--- src/rtl/ad7864_pkg.sv ---
// Shared state encoding and widths for the AD7864 frame reader and its output FIFO.
package ad7864_pkg;

    localparam int WORD_W   = 16;
    localparam int CH_W     = 2;
    localparam int SAMPLE_W = 12;

    typedef enum logic [1:0] {
        IDLE    = 2'd0,
        RD_LOW  = 2'd1,
        RD_HIGH = 2'd2,
        DONE    = 2'd3
    } rd_state_e;

endpackage

--- src/rtl/sync_fifo_fwft.sv ---
// Single-clock first-word-fall-through FIFO; pointers carry one extra wrap bit to tell full from empty.
module sync_fifo_fwft #(
    parameter int WIDTH = 16,
    parameter int DEPTH = 16
) (
    input  logic             i_clk,
    input  logic             i_rst_n,
    input  logic             i_push,
    input  logic [WIDTH-1:0] i_wdata,
    input  logic             i_pop,
    output logic [WIDTH-1:0] o_rdata,
    output logic             o_empty,
    output logic             o_full,
    output logic             o_drop
);
    localparam int AW = $clog2(DEPTH);
    localparam int PW = AW + 1;

    logic [WIDTH-1:0] r_mem [DEPTH];
    logic [PW-1:0]    r_wr_ptr;
    logic [PW-1:0]    r_rd_ptr;
    logic             w_empty;
    logic             w_full;
    logic             w_do_pop;
    logic             w_do_push;

    assign w_empty   = (r_wr_ptr == r_rd_ptr);
    assign w_full    = (r_wr_ptr[AW] != r_rd_ptr[AW]) && (r_wr_ptr[AW-1:0] == r_rd_ptr[AW-1:0]);
    assign w_do_pop  = i_pop && !w_empty;
    // A pop in the same cycle frees the head slot, so a full FIFO can still take the word.
    assign w_do_push = i_push && (!w_full || w_do_pop);

    always_ff @(posedge i_clk or negedge i_rst_n) begin
        if (!i_rst_n) begin
            r_wr_ptr <= '0;
            r_rd_ptr <= '0;
        end else begin
            if (w_do_push) r_wr_ptr <= r_wr_ptr + PW'(1);
            if (w_do_pop)  r_rd_ptr <= r_rd_ptr + PW'(1);
        end
    end

    always_ff @(posedge i_clk) begin
        if (w_do_push) r_mem[r_wr_ptr[AW-1:0]] <= i_wdata;
    end

    assign o_rdata = w_empty ? '0 : r_mem[r_rd_ptr[AW-1:0]];
    assign o_empty = w_empty;
    assign o_full  = w_full;
    assign o_drop  = i_push && !w_do_push;

endmodule

--- src/rtl/ad7864_reader.sv ---
// AD7864 frame reader: after db_rdy, strobes NUM_CH channels over the parallel bus and queues them.
// Define AD7864_READER_CHTAG_EN to tag each word with its channel index instead of sign-extending.
module ad7864_reader
    import ad7864_pkg::*;
#(
    parameter int RD_LO      = 2,
    parameter int RD_HI      = 1,
    parameter int NUM_CH     = 4,
    parameter int FIFO_DEPTH = 16
) (
    input  logic                clkin,
    input  logic                rst_bar,
    input  logic                db_rdy,
    input  logic [SAMPLE_W-1:0] adc_db,
    output logic                adc_cs_bar,
    output logic                adc_rd_bar,
    input  logic                dsp_pop,
    output logic [WORD_W-1:0]   dsp_data,
    output logic                fifo_empty,
    output logic                fifo_full,
    input  logic                ovf_clr,
    output logic                fifo_ovf,
    output logic                trig_miss,
    output logic                busy
);
    localparam int CNT_MAX = (RD_LO > RD_HI) ? RD_LO : RD_HI;
    localparam int CNT_W   = (CNT_MAX > 1) ? $clog2(CNT_MAX) : 1;
    localparam logic [CNT_W-1:0] LO_LAST = CNT_W'(RD_LO - 1);
    localparam logic [CNT_W-1:0] HI_LAST = CNT_W'(RD_HI - 1);
    localparam logic [CH_W-1:0]  CH_LAST = CH_W'(NUM_CH - 1);

    rd_state_e         r_state;
    rd_state_e         w_state_nxt;
    logic [CNT_W-1:0]  r_cnt;
    logic [CNT_W-1:0]  w_cnt_nxt;
    logic [CH_W-1:0]   r_ch;
    logic [CH_W-1:0]   w_ch_nxt;
    logic              w_sample;
    logic              w_busy;
    logic              w_drop;
    logic              r_armed;
    logic              r_cs_bar;
    logic              r_rd_bar;
    logic              r_push;
    logic              r_ovf;
    logic              r_miss;
    logic [WORD_W-1:0] r_word;
    logic [WORD_W-1:0] w_word;

    assign w_busy = (r_state != IDLE);

    always_comb begin
        w_state_nxt = r_state;
        w_cnt_nxt   = r_cnt;
        w_ch_nxt    = r_ch;
        w_sample    = 1'b0;
        case (r_state)
            IDLE: begin
                if (db_rdy && r_armed) begin
                    w_state_nxt = RD_LOW;
                    w_cnt_nxt   = '0;
                    w_ch_nxt    = '0;
                end
            end
            RD_LOW: begin
                if (r_cnt == LO_LAST) begin
                    w_sample    = 1'b1;
                    w_cnt_nxt   = '0;
                    w_state_nxt = (r_ch == CH_LAST) ? DONE : RD_HIGH;
                end else begin
                    w_cnt_nxt = r_cnt + CNT_W'(1);
                end
            end
            RD_HIGH: begin
                if (r_cnt == HI_LAST) begin
                    w_cnt_nxt   = '0;
                    w_ch_nxt    = r_ch + CH_W'(1);
                    w_state_nxt = RD_LOW;
                end else begin
                    w_cnt_nxt = r_cnt + CNT_W'(1);
                end
            end
            DONE:    w_state_nxt = IDLE;
            default: w_state_nxt = IDLE;
        endcase
    end

`ifdef AD7864_READER_CHTAG_EN
    assign w_word = {r_ch, 2'b00, adc_db};
`else
    assign w_word = {{(WORD_W - SAMPLE_W){adc_db[SAMPLE_W-1]}}, adc_db};
`endif

    // Strobes are registered from the next state so the ADC never sees decode glitches.
    always_ff @(posedge clkin or negedge rst_bar) begin
        if (!rst_bar) begin
            r_state  <= IDLE;
            r_cnt    <= '0;
            r_ch     <= '0;
            r_armed  <= 1'b0;
            r_cs_bar <= 1'b1;
            r_rd_bar <= 1'b1;
            r_push   <= 1'b0;
            r_word   <= '0;
        end else begin
            r_state  <= w_state_nxt;
            r_cnt    <= w_cnt_nxt;
            r_ch     <= w_ch_nxt;
            r_armed  <= 1'b1;
            r_cs_bar <= (w_state_nxt == IDLE) || (w_state_nxt == DONE);
            r_rd_bar <= (w_state_nxt != RD_LOW);
            r_push   <= w_sample;
            if (w_sample) r_word <= w_word;
        end
    end

    // Sticky flags: a new set event beats a clear in the same cycle.
    always_ff @(posedge clkin or negedge rst_bar) begin
        if (!rst_bar) begin
            r_ovf  <= 1'b0;
            r_miss <= 1'b0;
        end else begin
            if (w_drop)                r_ovf <= 1'b1;
            else if (ovf_clr)          r_ovf <= 1'b0;
            if (db_rdy && w_busy)      r_miss <= 1'b1;
            else if (ovf_clr)          r_miss <= 1'b0;
        end
    end

    sync_fifo_fwft #(
        .WIDTH (WORD_W),
        .DEPTH (FIFO_DEPTH)
    ) u_fifo (
        .i_clk   (clkin),
        .i_rst_n (rst_bar),
        .i_push  (r_push),
        .i_wdata (r_word),
        .i_pop   (dsp_pop),
        .o_rdata (dsp_data),
        .o_empty (fifo_empty),
        .o_full  (fifo_full),
        .o_drop  (w_drop)
    );

    assign adc_cs_bar = r_cs_bar;
    assign adc_rd_bar = r_rd_bar;
    assign fifo_ovf   = r_ovf;
    assign trig_miss  = r_miss;
    assign busy       = w_busy;

endmodule
--- config.mk ---
export PLATFORM = sky130hd
export DESIGN_NAME = ad7864_reader
export DESIGN_NICKNAME = d
export VERILOG_FILES = /design/src/rtl/ad7864_pkg.sv /design/src/rtl/sync_fifo_fwft.sv /design/src/rtl/ad7864_reader.sv
export SDC_FILE = /design/constraint.sdc
export NUM_CORES = 1
export LEC_CHECK = 0
export BUFFER_PORTS_ARGS = -buffer_cell sky130_fd_sc_hd__clkbuf_2
export CELL_PAD_IN_SITES_DETAIL_PLACEMENT = 0
export CELL_PAD_IN_SITES_GLOBAL_PLACEMENT = 1
export CORE_MARGIN = 4
export CORE_UTILIZATION = 41
export CTS_CLUSTER_DIAMETER = 150
export CTS_CLUSTER_SIZE = 30
export DETAILED_ROUTE_END_ITERATION = 8
export GPL_TIMING_DRIVEN = 1
export PLACE_DENSITY_LB_ADDON = 0.1
export SYNTH_ARGS = -nofsm -noshare
export SYNTH_HDL_FRONTEND = slang
export SYNTH_SLANG_ARGS = --single-unit
--- constraint.sdc ---
create_clock -name clkin -period 6.5 [get_ports clkin]
set_input_delay 1.3 -clock clkin [delete_from_list [all_inputs] [get_ports clkin]]
set_output_delay 1.3 -clock clkin [all_outputs]
set_load 0.005 [all_outputs]
=== Word level (Yosys, flattened, before mapping) ===
Memories as Yosys holds them, arrays and structs flattened.
Cells that the tools add are included.

* Word-level logic and storage cells: 68
* Bits of input ports: 17
* Register bits after elaboration: 33
* Memory bits (writable): 256
* Output and inout port bits: 23
* Memories: 1

* Add/subtract/negate cells: 4
* Reductions and logical operators: 20
* Eq/ne operators: 11
* Muxes and demuxes: 20

{| class="wikitable"
|+ Memory list
! memory !! depth !! width !! read ports !! clocked after Yosys merged registers in !! wr ports !! line !! source
|-
| u_fifo.r_mem || 16 || 16 || 1 || 0 || 1 || sync_fifo_fwft.sv:19 || <nowiki>logic [WIDTH-1:0] r_mem [DEPTH];</nowiki>
|}

{| class="wikitable"
|+ Operators by type and width
! kind !! number
|-
| 16-bit 2-to-1 mux || 1
|-
| 1-bit 2-to-1 mux || 11
|-
| 5-bit by 1-bit adder with 5-bit output (second input constant) || 2
|-
| 2-bit 2-to-1 mux || 5
|-
| 2-bit equality test (second input constant) || 4
|-
| 2-bit case mux with 4 select lines || 1
|-
| 2-bit nonzero test || 4
|-
| 1-bit logical AND || 6
|-
| 5-bit equality test || 1
|-
| 4-bit equality test || 1
|-
| 2-bit zero test || 2
|-
| 2-bit inequality test (second input constant) || 2
|-
| 2-bit case mux with 2 select lines || 1
|-
| 1-bit zero test || 3
|-
| 1-bit case mux with 3 select lines || 1
|-
| 3-bit AND reduction || 1
|-
| 3-bit nonzero test || 1
|-
| 2-bit by 1-bit adder with 2-bit output (second input constant) || 1
|-
| 2-bit by 1-bit equality test with 1-bit output (second input constant) || 1
|-
| 1-bit logical OR || 2
|-
| 2-bit by 1-bit inequality test with 1-bit output (second input constant) || 1
|-
| 2-bit AND reduction || 1
|-
| 1-bit adder (second input constant) || 1
|-
| 1-bit inequality test || 1
|}

=== Depth between registers and ports, before layout ===
* Depth in word-level cells: 8
* Gate-level depth with buffers: 7
* Depth with buffers taken out: 5

=== By module ===
From an unflattened synthesis, not the netlist that was laid out.

* Cell total of the unflattened synthesis: 533
* Area, all modules: 11363.4 um^2

{| class="wikitable"
|+ Modules (own cells, without submodules)
! module !! times used !! area an instance (um^2) !! cells each !! seq. area each (um^2)
|-
| sync_fifo_fwft || 1 || 10405.0 || 467 || 7937.6
|-
| ad7864_reader || 1 || 958.4 || 66 || 578.1
|}

=== Worst setup path before layout ===
OpenSTA, ideal clock, no wires.

* Path kind: flip-flop to output port
* From: reg u_fifo.r_rd_ptr[0]
* To: out dsp_data[12]
* Path buffers: 3
* Required time: 5.200 ns
* Cell stages (with the launch flop): 7
* Setup slack: 3.532 ns
* Arrival: 1.668 ns
* Cell sequence: dfrtp_1 > buf_4 > buf_4 > mux4_2 > a22oi_1 > a21oi_1 > buf_4

* Longest elaborated chain between the ends: 2
* Elaborated cells on any way between the ends: 3
* Those cells by class: eq/ne: 1; mux: 1; memory: 1

{| class="wikitable"
|+ Ends and longest elaborated chain
! item !! line !! source
|-
| from (decl) || sync_fifo_fwft.sv:21 || <nowiki>logic [PW-1:0] r_rd_ptr;</nowiki>
|-
| from (signal assigned) || sync_fifo_fwft.sv:39 || <nowiki>if (w_do_pop) r_rd_ptr <= r_rd_ptr + PW'(1);</nowiki>
|-
| memory 16 x 16 bit or 5-bit equality test (tied branches) || n/a ||
|-
| 16-bit 2-to-1 mux * || sync_fifo_fwft.sv:47 || <nowiki>assign o_rdata = w_empty ? '0 : r_mem[r_rd_ptr[AW-1:0]];</nowiki>
|-
| to (decl) || ad7864_reader.sv:18 || <nowiki>output logic [WORD_W-1:0] dsp_data,</nowiki>
|}

Every way passes the cells marked *; elsewhere a longest branch is shown, timed or not.

=== Final worst setup path ===
* From: reg u_fifo.r_rd_ptr[0]
* To: out dsp_data[8]

The elaborated chain is that of the path after synthesis.

==> reports/summary.txt <==
Slew headroom -> 24.38%
Pwr Total -> 4.299 mW
Status -> completed
Congestion Overflow GR -> 0
CP Launch Type -> flip-flop
Met2 WL -> 8485 µm
Setup WS pre-CTS -> 2.694 ns
Synth cell types -> 38
Full die area -> 0.02423 mm²
Hold WC Path Type -> reg -> reg
HPWL Detailed -> 10,740 µm
Met3 WL -> 550 µm
CTS tree -> built
Post-CTS Setup Bufs -> 0
Critical path class -> reg -> out
Pwr Density -> 444.4 mW/mm²
I/O pin total -> 40
Number of H-tree levels -> 1
Fmax achieved -> 234.7 MHz
FF-to-FF path depth -> 4
CTS sink count -> 225
Max cap viols -> 0
Final WS setup -> 2.239 ns
Peak supply drop -> 0.2688 mV
Max FO, Critical Path -> 52
Hold Worst Slack -> 0.5086 ns
DR pass1 iterations -> 4
Initial Utilization -> 42.13%
Final Hold Vio Count -> 0
Warnings from Yosys -> 0
Global-route wire length before repair -> 26,330 µm
Row count -> 53
Total GRT Usage -> 14.38%
DR DRC count -> 0
Largest net degree at the start of global routing -> 53
Hold Buf Count CTS -> 0
Tcrit/Tclk final -> 65.55%
Worst endpoint required time -> 5.20 ns
Non-filler instance count after layout -> 751
Synth Instances -> 441
Worst-Margin Slew -> 1.132 ns
Most common cell in the netlist -> edfxtp_1
Clock Tree Buf Depth -> 3
Most instantiated cells after synthesis -> edfxtp_1 (192), mux4_2 (48), dfrtp_1 (31)
Placed Instances -> 734
Synth Register Bits -> 225
Initial antenna violation count -> 0
Reg2Reg Capture Point -> u_fifo.r_mem[9][4]$_DFFE_PP_
Die Y -> 155.7 µm
Ys async rst share -> 14.67%
Antenna-violating nets left -> 0
R2r startpoint -> u_fifo.r_rd_ptr[0]$_DFFE_PN0P_
Register area share after synthesis -> 73.75%
Post_cts resized -> 0
DR vias -> 4,062
Setup tns final -> 0 ns
Initial DRC count -> 299
Ys flop type -> edfxtp_1
Crit. End Element -> primary output
Setup crit end -> dsp_data[8]
Synthesis-to-finish area growth -> 8.200%
WP data arrival -> 2.96 ns
Syn avg cell area -> 20.27 µm²
Lkg Pwr -> 3.245 nW
Final Net Count -> 496
Vias in the first global route -> 4,292
Post-synth EDFFs -> 192
RSZ-0062 raised after global routing -> false
Worst setup startpoint -> u_fifo.r_rd_ptr[0]$_DFFE_PN0P_
Yosys top cell by area -> edfxtp_1
Core area -> 0.02122 mm²
Area contributors post-synth -> edfxtp_1 (64%), mux4_2 (12%), dfrtp_1 (8.7%)
Met1 wire length -> 7902 µm
Final wirelength -> 17,150 µm
PortBufs -> 39
Fin Clk Skew -> 0.02234 ns
Syn Nets -> 465
CTS clk-pin slew, worst paths -> 0.11 ns
Fin. max-slew vios -> 0
Final setup viols -> 0
Worst reg2reg setup slack -> 3.70 ns
Share of cells above drive strength 1 -> 28.36%
Top sig layer -> met4
Vias/cell -> 5.409
Number of diodes -> 0
Routed len/inst -> 22.84 µm
Clk Latency, worst-skew pair -> 0.47 ns
Clock period minus worst slack -> 4.261 ns
CTS Buf Count -> 11
Clk root buf -> clkbuf_16
Top-area cell type share of the netlist area -> 64.48%
Synthesized cell area -> 0.008941 mm²
Die X -> 155.7 µm
Placer Congestion -> 0.7506
[cell families after synthesis]
kind of cell / count (synthesis) / share of synthesized area (%)
AOI/OAI and AO/OA: 49 / 4.016
xor gates and xnor gates: 15 / 2.141
adders and majority gates: 7 / 0.9795
buffers and inverters: 35 / 2.337
DFF: 225 / 73.75
muxes: 62 / 13.84
other: 1 / 0.04194
and+or+nand+nor: 47 / 2.897
[how the worst min path moves through the flow]
stage	start	end	slack, ns	cells past startpoint
after floorplan	fifo_ovf$_DFFE_PN0P_	fifo_ovf$_DFFE_PN0P_	0.49	1
after detailed placement	fifo_ovf$_DFFE_PN0P_	fifo_ovf$_DFFE_PN0P_	0.49	1
final	fifo_ovf$_DFFE_PN0P_	fifo_ovf$_DFFE_PN0P_	0.51	1
after global routing	fifo_ovf$_DFFE_PN0P_	fifo_ovf$_DFFE_PN0P_	0.54	1
after global placement	fifo_ovf$_DFFE_PN0P_	fifo_ovf$_DFFE_PN0P_	0.48	1
after CTS	fifo_ovf$_DFFE_PN0P_	fifo_ovf$_DFFE_PN0P_	0.52	1
[layout make-up]
class                   count  area (µm²)
multi-input cells         181        2151
fillers                  1835       11550
clock buffers              16       294.0
repair buffers             45       240.2
well taps                 275       344.1
inverters                   8       30.03
clock inverters             1       16.27
flip-flops and latches    225        6599
[registers in the layout (all words and copies together), names as in the netlist, 2 cells and up]
| name | flops |
|---|---|
| u_fifo.r_mem | 192 |
| r_word | 12 |
| u_fifo.r_rd_ptr | 5 |
| u_fifo.r_wr_ptr | 5 |
| r_ch | 2 |
| r_state | 2 |
[critical path, cell delays in order (launching register included)]
cell	delay, ns
dfrtp_4	1.16
mux4_2	0.61
a22oi_1	0.41
a21oi_1	0.14
clkbuf_2	0.13
[per-stage QoR]
stage	util [%]	cell area (µm²)
5_1_grt	45.59	9674
4_1_cts	45.59	9674
3_5_place_dp	44.13	9364
3_3_place_gp	44.13	9364
2_1_floorplan	-	8941
6_report	45.59	9674
[cells in the final DEF, fill, tap and decap left out, types with 2 or more instances in the layout]
cell | netlist | routed
dfstp_2 | 2 | 2
mux2_2 | 13 | 13
mux4_2 | 48 | 48
a22oi_1 | 24 | 24
o21ai_1 | 2 | 2
clkbuf_1 | 8 | 5
and2_1 | 2 | 2
nor2b_1 | 5 | 5
xor2_1 | 6 | 6
a22o_1 | 3 | 3
ha_1 | 7 | 7
xnor2_2 | 3 | 3
clkbuf_16 | 0 | 11
dfrtp_1 | 31 | 29
and3_1 | 12 | 12
xnor2_4 | 2 | 2
buf_4 | 7 | 6
nand2_1 | 9 | 9
a21oi_1 | 14 | 14
or2_2 | 2 | 2
inv_1 | 8 | 8
xnor2_1 | 4 | 4
edfxtp_1 | 192 | 192
clkbuf_2 | 0 | 39
nor2_1 | 11 | 10
o21ai_0 | 2 | 2
[routing by layer]
metal | vias to the layer above | track usage, %
met5 | - | 0
met3 | 13 | 1.969
met1 | 2158 | 20.68
met4 | 0 | 2.209
li1 | 1821 | -
met2 | 70 | 24.19
[where the power goes]
part           internal (mW)  total [mW]  switching (mW)
sequential              1.93        2.35           0.425
clock                  0.326       0.746           0.420
combinational          0.639        1.20           0.564
total                   2.89        4.30            1.41
(Power assumes the default switching activity.)
